===== src/rtl/pc_sequencer.sv =====
// ---------------------------------------------------------------------------
// pc_sequencer
//   Program-counter sequencer for a fetch stage. Chooses the next fetch
//   address from sequential step, pc-relative branch or absolute jump,
//   defers a redirect that cannot advance yet, and diverts misaligned
//   targets and trap requests to TRAP_VECTOR.
//
// Ports
//   clk           rising-edge clock
//   rst_n         asynchronous active-low reset
//   i_branch      sign-extended byte offset relative to pc
//   i_target      absolute jump target (bit 0 is cleared)
//   sel           00 seq, 01 relative, 10 absolute, 11 treated as seq
//   i_stall       pipeline hold
//   i_trap        trap request (highest priority once out of BOOT)
//   fetch_ready   fetch stage accepts the current pc
//   pc            current fetch address
//   pc_valid      pc is valid for fetch
//   pc_link       pc + INC, combinational
//   o_misaligned  one-cycle pulse after a misaligned redirect
//   o_bad_addr    last misaligned target
//
// States
//   state | meaning
//   BOOT  | first cycle after reset release, pc not yet valid
//   RUN   | normal sequencing
//   PEND  | redirect captured, waiting for the fetch stage to advance
// ---------------------------------------------------------------------------
module pc_sequencer #(
    parameter int              XLEN         = 32,
    parameter logic [XLEN-1:0] RESET_VECTOR = 'h0000_0000,
    parameter logic [XLEN-1:0] TRAP_VECTOR  = 'h0000_0100,
    parameter int              INC          = 4
) (
    input  logic            clk,
    input  logic            rst_n,
    input  logic [XLEN-1:0] i_branch,
    input  logic [XLEN-1:0] i_target,
    input  logic [1:0]      sel,
    input  logic            i_stall,
    input  logic            i_trap,
    input  logic            fetch_ready,
    output logic [XLEN-1:0] pc,
    output logic            pc_valid,
    output logic [XLEN-1:0] pc_link,
    output logic            o_misaligned,
    output logic [XLEN-1:0] o_bad_addr
);

    // INC is either 2 or 4, so alignment is a check of the low one or two bits
    localparam int ALIGN_W = (INC == 4) ? 2 : 1;

    typedef enum logic [1:0] {
        BOOT = 2'd0,
        RUN  = 2'd1,
        PEND = 2'd2
    } state_t;

    state_t          state_q, state_d;
    logic [XLEN-1:0] pc_q, pc_d;
    logic [XLEN-1:0] pend_q, pend_d;
    logic            pend_mis_q, pend_mis_d;
    logic            mis_q, mis_d;
    logic [XLEN-1:0] bad_q, bad_d;

    logic            adv;
    logic            redirect;
    logic [XLEN-1:0] tgt;
    logic            tgt_mis;
    logic [XLEN-1:0] apply_tgt;
    logic            apply_mis;

    assign pc_valid     = (state_q != BOOT);
    assign pc           = pc_q;
    assign pc_link      = pc_q + XLEN'(INC);
    assign o_misaligned = mis_q;
    assign o_bad_addr   = bad_q;

    assign adv      = pc_valid & fetch_ready & ~i_stall;
    assign redirect = (sel == 2'b01) || (sel == 2'b10);
    assign tgt      = (sel == 2'b01) ? (pc_q + i_branch) : (i_target & ~XLEN'(1));
    assign tgt_mis  = |tgt[ALIGN_W-1:0];

    // In PEND the stored target is applied; in RUN the live one is.
    assign apply_tgt = (state_q == PEND) ? pend_q     : tgt;
    assign apply_mis = (state_q == PEND) ? pend_mis_q : tgt_mis;

    always_comb begin
        state_d    = state_q;
        pc_d       = pc_q;
        pend_d     = pend_q;
        pend_mis_d = pend_mis_q;
        mis_d      = 1'b0;
        bad_d      = bad_q;

        case (state_q)
            BOOT: begin
                state_d = RUN;
            end
            RUN, PEND: begin
                if (i_trap) begin
                    pc_d       = TRAP_VECTOR;
                    pend_d     = '0;
                    pend_mis_d = 1'b0;
                    state_d    = RUN;
                end else if (state_q == PEND || redirect) begin
                    if (adv) begin
                        if (apply_mis) begin
                            pc_d  = TRAP_VECTOR;
                            mis_d = 1'b1;
                            bad_d = apply_tgt;
                        end else begin
                            pc_d = apply_tgt;
                        end
                        pend_d     = '0;
                        pend_mis_d = 1'b0;
                        state_d    = RUN;
                    end else if (state_q == RUN) begin
                        pend_d     = tgt;
                        pend_mis_d = tgt_mis;
                        state_d    = PEND;
                    end
                end else if (adv) begin
                    pc_d = pc_link;
                end
            end
            default: begin
                state_d = BOOT;
            end
        endcase
    end

    always_ff @(posedge clk or negedge rst_n) begin
        if (!rst_n) begin
            state_q    <= BOOT;
            pc_q       <= RESET_VECTOR;
            pend_q     <= '0;
            pend_mis_q <= 1'b0;
            mis_q      <= 1'b0;
            bad_q      <= '0;
        end else begin
            state_q    <= state_d;
            pc_q       <= pc_d;
            pend_q     <= pend_d;
            pend_mis_q <= pend_mis_d;
            mis_q      <= mis_d;
            bad_q      <= bad_d;
        end
    end

endmodule


===== config.mk =====
export PLATFORM = sky130hd
export DESIGN_NAME = pc_sequencer
export DESIGN_NICKNAME = d
export VERILOG_FILES = /design/src/rtl/pc_sequencer.sv
export SDC_FILE = /design/constraint.sdc
export NUM_CORES = 1
export LEC_CHECK = 0
export BUFFER_PORTS_ARGS = -buffer_cell sky130_fd_sc_hd__buf_2
export CAP_MARGIN = 20
export CORE_ASPECT_RATIO = 0.8
export CORE_MARGIN = 2
export CORE_UTILIZATION = 23
export DETAILED_ROUTE_END_ITERATION = 12
export HOLD_SLACK_MARGIN = 0.15
export PLACE_DENSITY_LB_ADDON = 0.1
export SETUP_SLACK_MARGIN = 0.5
export SKIP_CTS_REPAIR_TIMING = 1
export SYNTH_ARGS = -nofsm -noshare
export SYNTH_HDL_FRONTEND = slang
export SYNTH_SLANG_ARGS = --single-unit

===== constraint.sdc =====
create_clock -name clk -period 2.7 [get_ports clk]
set_input_delay 0.81 -clock clk [delete_from_list [all_inputs] [get_ports clk]]
set_output_delay 0.81 -clock clk [all_outputs]
set_load 0.05 [all_outputs]

== Yosys cells after proc, flatten, opt, wreduce, memory -nomap -nowiden ==
Cells that the tools add are included.
Operators by class
  $lt $le $gt $ge: 0
  div/mod/pow operators: 0
  multiply operators: 0
  muxes and demuxes: 26
  shifts and indexed selects: 0
  $add $sub $neg: 2
  reduce and logical (&&, ||, !) cells: 13
  bitwise gates (word level): 4
  equal/unequal tests: 6
Operators by type and width (count)
  32-bit two-way mux: 11
  32-bit by 3-bit adder with 32-bit output (second input constant): 1
  32-bit adder: 1
  1-bit two-way mux: 10
  2-bit two-way mux: 4
  2-bit nonzero test: 3
  5-bit AND reduction: 1
  2-bit by 1-bit equality test with 1-bit output (second input constant): 2
  2-bit equality test (second input constant): 2
  4-bit inequality test (second input constant): 1
  2-bit one-hot mux with 2 select lines: 1
  2-bit AND reduction: 2
  2-bit OR reduction: 2
  3-bit inequality test (second input constant): 1
  3-bit AND reduction: 1
  3-bit nonzero test: 1
  1-bit bitwise AND: 2
  2-bit zero test: 1
  1-bit logical OR: 2
  1-bit NOT: 2
Storage, ports and cells
  word-level logic and storage cells: 57
  latch bits: 0
  bits in writable memories: 0
  flip-flop bits (word level): 100
  input bits: 71
  memories: 0
  ROM bits: 0
  output and inout port bits: 98

== Logic depth before layout (Yosys ltp) ==
  depth after elaboration: 9
  mapped depth: 11
  depth with buffers taken out: 10

== Worst setup path before layout ==
Ideal clock, no wire load.
  kind: register to output
  from: reg pc_q[4], in the netlist pc[4]
  to: out pc_link[29]
  slack: -0.925 ns
  arrival time: 2.815 ns
  required time: 1.890 ns
  stages on the path, launching flop included: 9
  buffers on the path: 2
  cells stage by stage: dfrtp_1 and4_1 buf_2 nand4_2 nor3_1 and2_0 buf_2 nand3_1 xnor2_1
On the way
  word-level cells in the longest chain between the ends: 1
RTL lines
  start: declaration: line 60  | logic [XLEN-1:0] pc_q, pc_d;
  start signal: assignment: line 143  | pc_q <= pc_d;
  32-bit by 3-bit adder with 32-bit output: line 75  | assign pc_link = pc_q + XLEN'(INC);
  end: declaration: line 45  | output logic [XLEN-1:0] pc_link,
Every way passes these cells.

== Final worst setup path ==
  from: reg pc_q[4], in the netlist pc[4]
  to: out pc_link[28]
The elaborated chain is that of the path after synthesis.

==> impl_metrics.yaml <==
timing:
  hold_viol_final: 0
  period_share: 1.11
  max_freq_mhz: 332
  drv_slew: 0
  finalSetupViolCount: 66
  finalSetupTns_ns: -9.48
  clock_skew_ns: 0.0166
  rsz0062_at_grt: "yes"
  fin_hold_ws_ns: 0.450
  max_slew_margin: 0.571
  post-route-min-period_ns: 3.01
  worst_slew_pin_slew_ns: 0.644
  layout_setup_ws_ns: -0.308
route:
  drt-pass1-iter-count: 7
  vias: 8032
  drt-vias-per-instance: 4.81
  wl_mm: 33.3
  post-route-drc-count: 0
  routedWlPerCell_um: 19.9
  drtAntennaViolNets: 0
  drt_iter0_drc: 422
synthesis:
  synth_area_leader_cell: "dfrtp_1"
  synth_top_area_frac: 0.344
  yosysSeqAreaShare: 0.344
  syn_area_per_cell_um2: 8.69
  synth_cells: 838
  synth.area.top_cells: "dfrtp_1, ha_1, nand2_1"
  ys_ff_latch: 100
  async_reset_ff_frac: 1.00
  synthMuxAreaShare: 0.0356
  yosysUniqueCellTypes: 77
  synth_flop_cell: "dfrtp_1"
  synthXorXnorAreaFrac: 0.0577
  synth-warning-count: 0
  synth_top_family_by_area: "compound AO/OA/AOI/OAI gates"
  synth_edf_count: 0
  syn_nets: 948
  yosys.area_share.simple: 0.191
  syn-cell-area_mm2: 0.00728
  synth_fa_ha_area_frac: 0.0681
  synth_compound_area_frac: 0.260
job:
  maxCapViolCount: 0
critical_path:
  endpoint_kind: "primary output"
  worstPathCellList: "and4_4, and3_4, nand2_4, nor3_4, buf_6, and3_4, xor2_4, buf_6"
  worstPathArrival_ns: 2.20
  critical_path_class: "reg -> out"
  startpoint_type: "register"
  worstPathRequired_ns: 1.89
  slowest_stage: "dfrtp_2"
  critPathMaxStageDelay_ns: 0.40
  worstPathMaxFanout: 5
die:
  design.portCount: 169
  chipWidth_um: 203
  initial_core_util: 0.233
  rows: 58
  design.core.area_mm2: 0.0313
  fp.dieArea_mm2: 0.0331
  dieHeight_um: 163
clock_tree:
  cts_tree: "yes"
  path_clk_slew_ns: 0.08
  cts_made_buffers: 9
  cts_root_buffer: "clkbuf_16"
  clockBufferDepth: 2
  clkLatencyLatePin_ns: 0.36
  htreeDepth: 3
  clkSinkCount: 100
hold_path:
  hold_path_class: "in -> async"
global_route:
  grt_pass1_wl_mm: 48.4
  track_usage: 0.196
  antenna_found_initial: 0
  grt_max_degree: 101
  grt_pass1_vias: 7637
  globalRouteOverflowTotal: 0
status:
  status: "complete, but fails checks"
  violations: "setup timing"
final_layout:
  multi_input_area_mm2: 0.00614
  drive_above_1_share: 0.562
  syn_to_final_growth_pct: 77.7
  fin_cells: 1671
  layout.nets: 1356
  most-common-layout-cells: "buf_4, buf_2, nand2_1"
  nFillCells: 3200
  final_common_cell: "buf_4"
  seq_area_mm2: 0.00253
  n_antenna_cell: 0
place:
  place_congestion: 0.875
  dp.cells: 1616
  port_buffers: 167
  place.detailed.hpwl_mm: 25.8
pwr:
  p_leak_nw: 6.07
  ir_worst_vdd_uv: 364
  pwr_density_cell_mw_per_mm2: 725
-- flip-flops by register name (all words and copies together) (netlist names) --
register      count
pc               32
o_misaligned      1
o_bad_addr       32
state_q           2
pend_q           32
pend_mis_q        1
-- critical path: cells and delay by family (launching register included) --
family | cells | cell delay [ns]
simple gates | 5 | 0.95
xor+xnor | 1 | 0.14
buf+inv | 2 | 0.33
flops | 1 | 0.40
-- layout make-up --
cell class / count / area share
sequential: 100 / 0.195
clock buffer: 9 / 0.0174
clock inverter: 7 / 0.00532
timing repair buffer: 442 / 0.260
tap: 420 / 0.0406
multi-input combinational: 673 / 0.475
inverter: 20 / 0.00638
-- power by group --
part	switching, mW	internal (mW)	leakage, nW
registers	0.419	1.97	1.31
logic	3.45	2.18	4.62
clock network	0.698	0.652	0.143
-- cell families after synthesis --
kind of cell / count (synthesis)
fa+ha+maj: 39
mux: 25
simple gates: 284
compound gates: 277
flops: 100
xor+xnor: 48
buf+inv: 65
-- layer usage --
layer | routed length [µm] | share of wire | vias up | global-route usage
met5 | 0 | 0 | - | 0
met4 | 247 | 0.0074 | 0 | 0.0315
met3 | 1340 | 0.040 | 15 | 0.0293
met2 | 14200 | 0.43 | 177 | 0.285
met1 | 17500 | 0.53 | 3904 | 0.305
li1 | - | - | 3936 | -
-- synthesized netlist by cell type, types with 6 or more instances --
library cell	n
o211ai_1	11
nor2b_1	14
nand3_1	30
o21bai_1	7
nand2b_1	8
o31ai_1	14
nor3_1	10
dfrtp_1	100
o21a_1	6
mux2i_1	18
xor2_1	15
xnor2_1	33
o21ai_0	73
a21oi_1	46
and2_1	6
a22oi_1	12
nand4_1	14
mux2_2	7
nor2_1	42
ha_1	38
nor3b_1	8
a22o_1	13
o21ai_1	11
inv_1	18
and3_1	12
clkbuf_1	27
a21o_1	20
a222oi_1	8
o221ai_1	8
nand2_1	112
buf_6	6
-- worst paths after layout --
path,start,to,slack (ns),cells past startpoint
worst min register to register,o_bad_addr[11]$_DFFE_PN0P_,o_bad_addr[11]$_DFFE_PN0P_,0.48,2
worst max-delay path,pc[4]$_DFFE_PN0P_,pc_link[28],-0.31,8
worst max register to register,pc[2]$_DFFE_PN0P_,o_bad_addr[26]$_DFFE_PN0P_,-0.23,11
worst min-delay path,rst_n,pend_q[9]$_DFFE_PN0P_,0.45,2
max in group asynchronous,rst_n,pc[18]$_DFFE_PN0P_,1.64,2
min in group clk,o_bad_addr[11]$_DFFE_PN0P_,o_bad_addr[11]$_DFFE_PN0P_,0.48,2
-- stage by stage --
step                      area (µm²)  setup WS (ns)  utilization  total power, mW
after CTS                      11300         -0.637        0.362             8.74
after floorplan                 8090         -0.310            -             5.40
final                          12900         -0.308        0.414             9.38
after detailed placement       11000         -0.907        0.353             7.35
after global placement         11000         -0.908        0.353             7.35
after global routing           12900         -0.387        0.414             9.91
(Power assumes the default switching activity.)
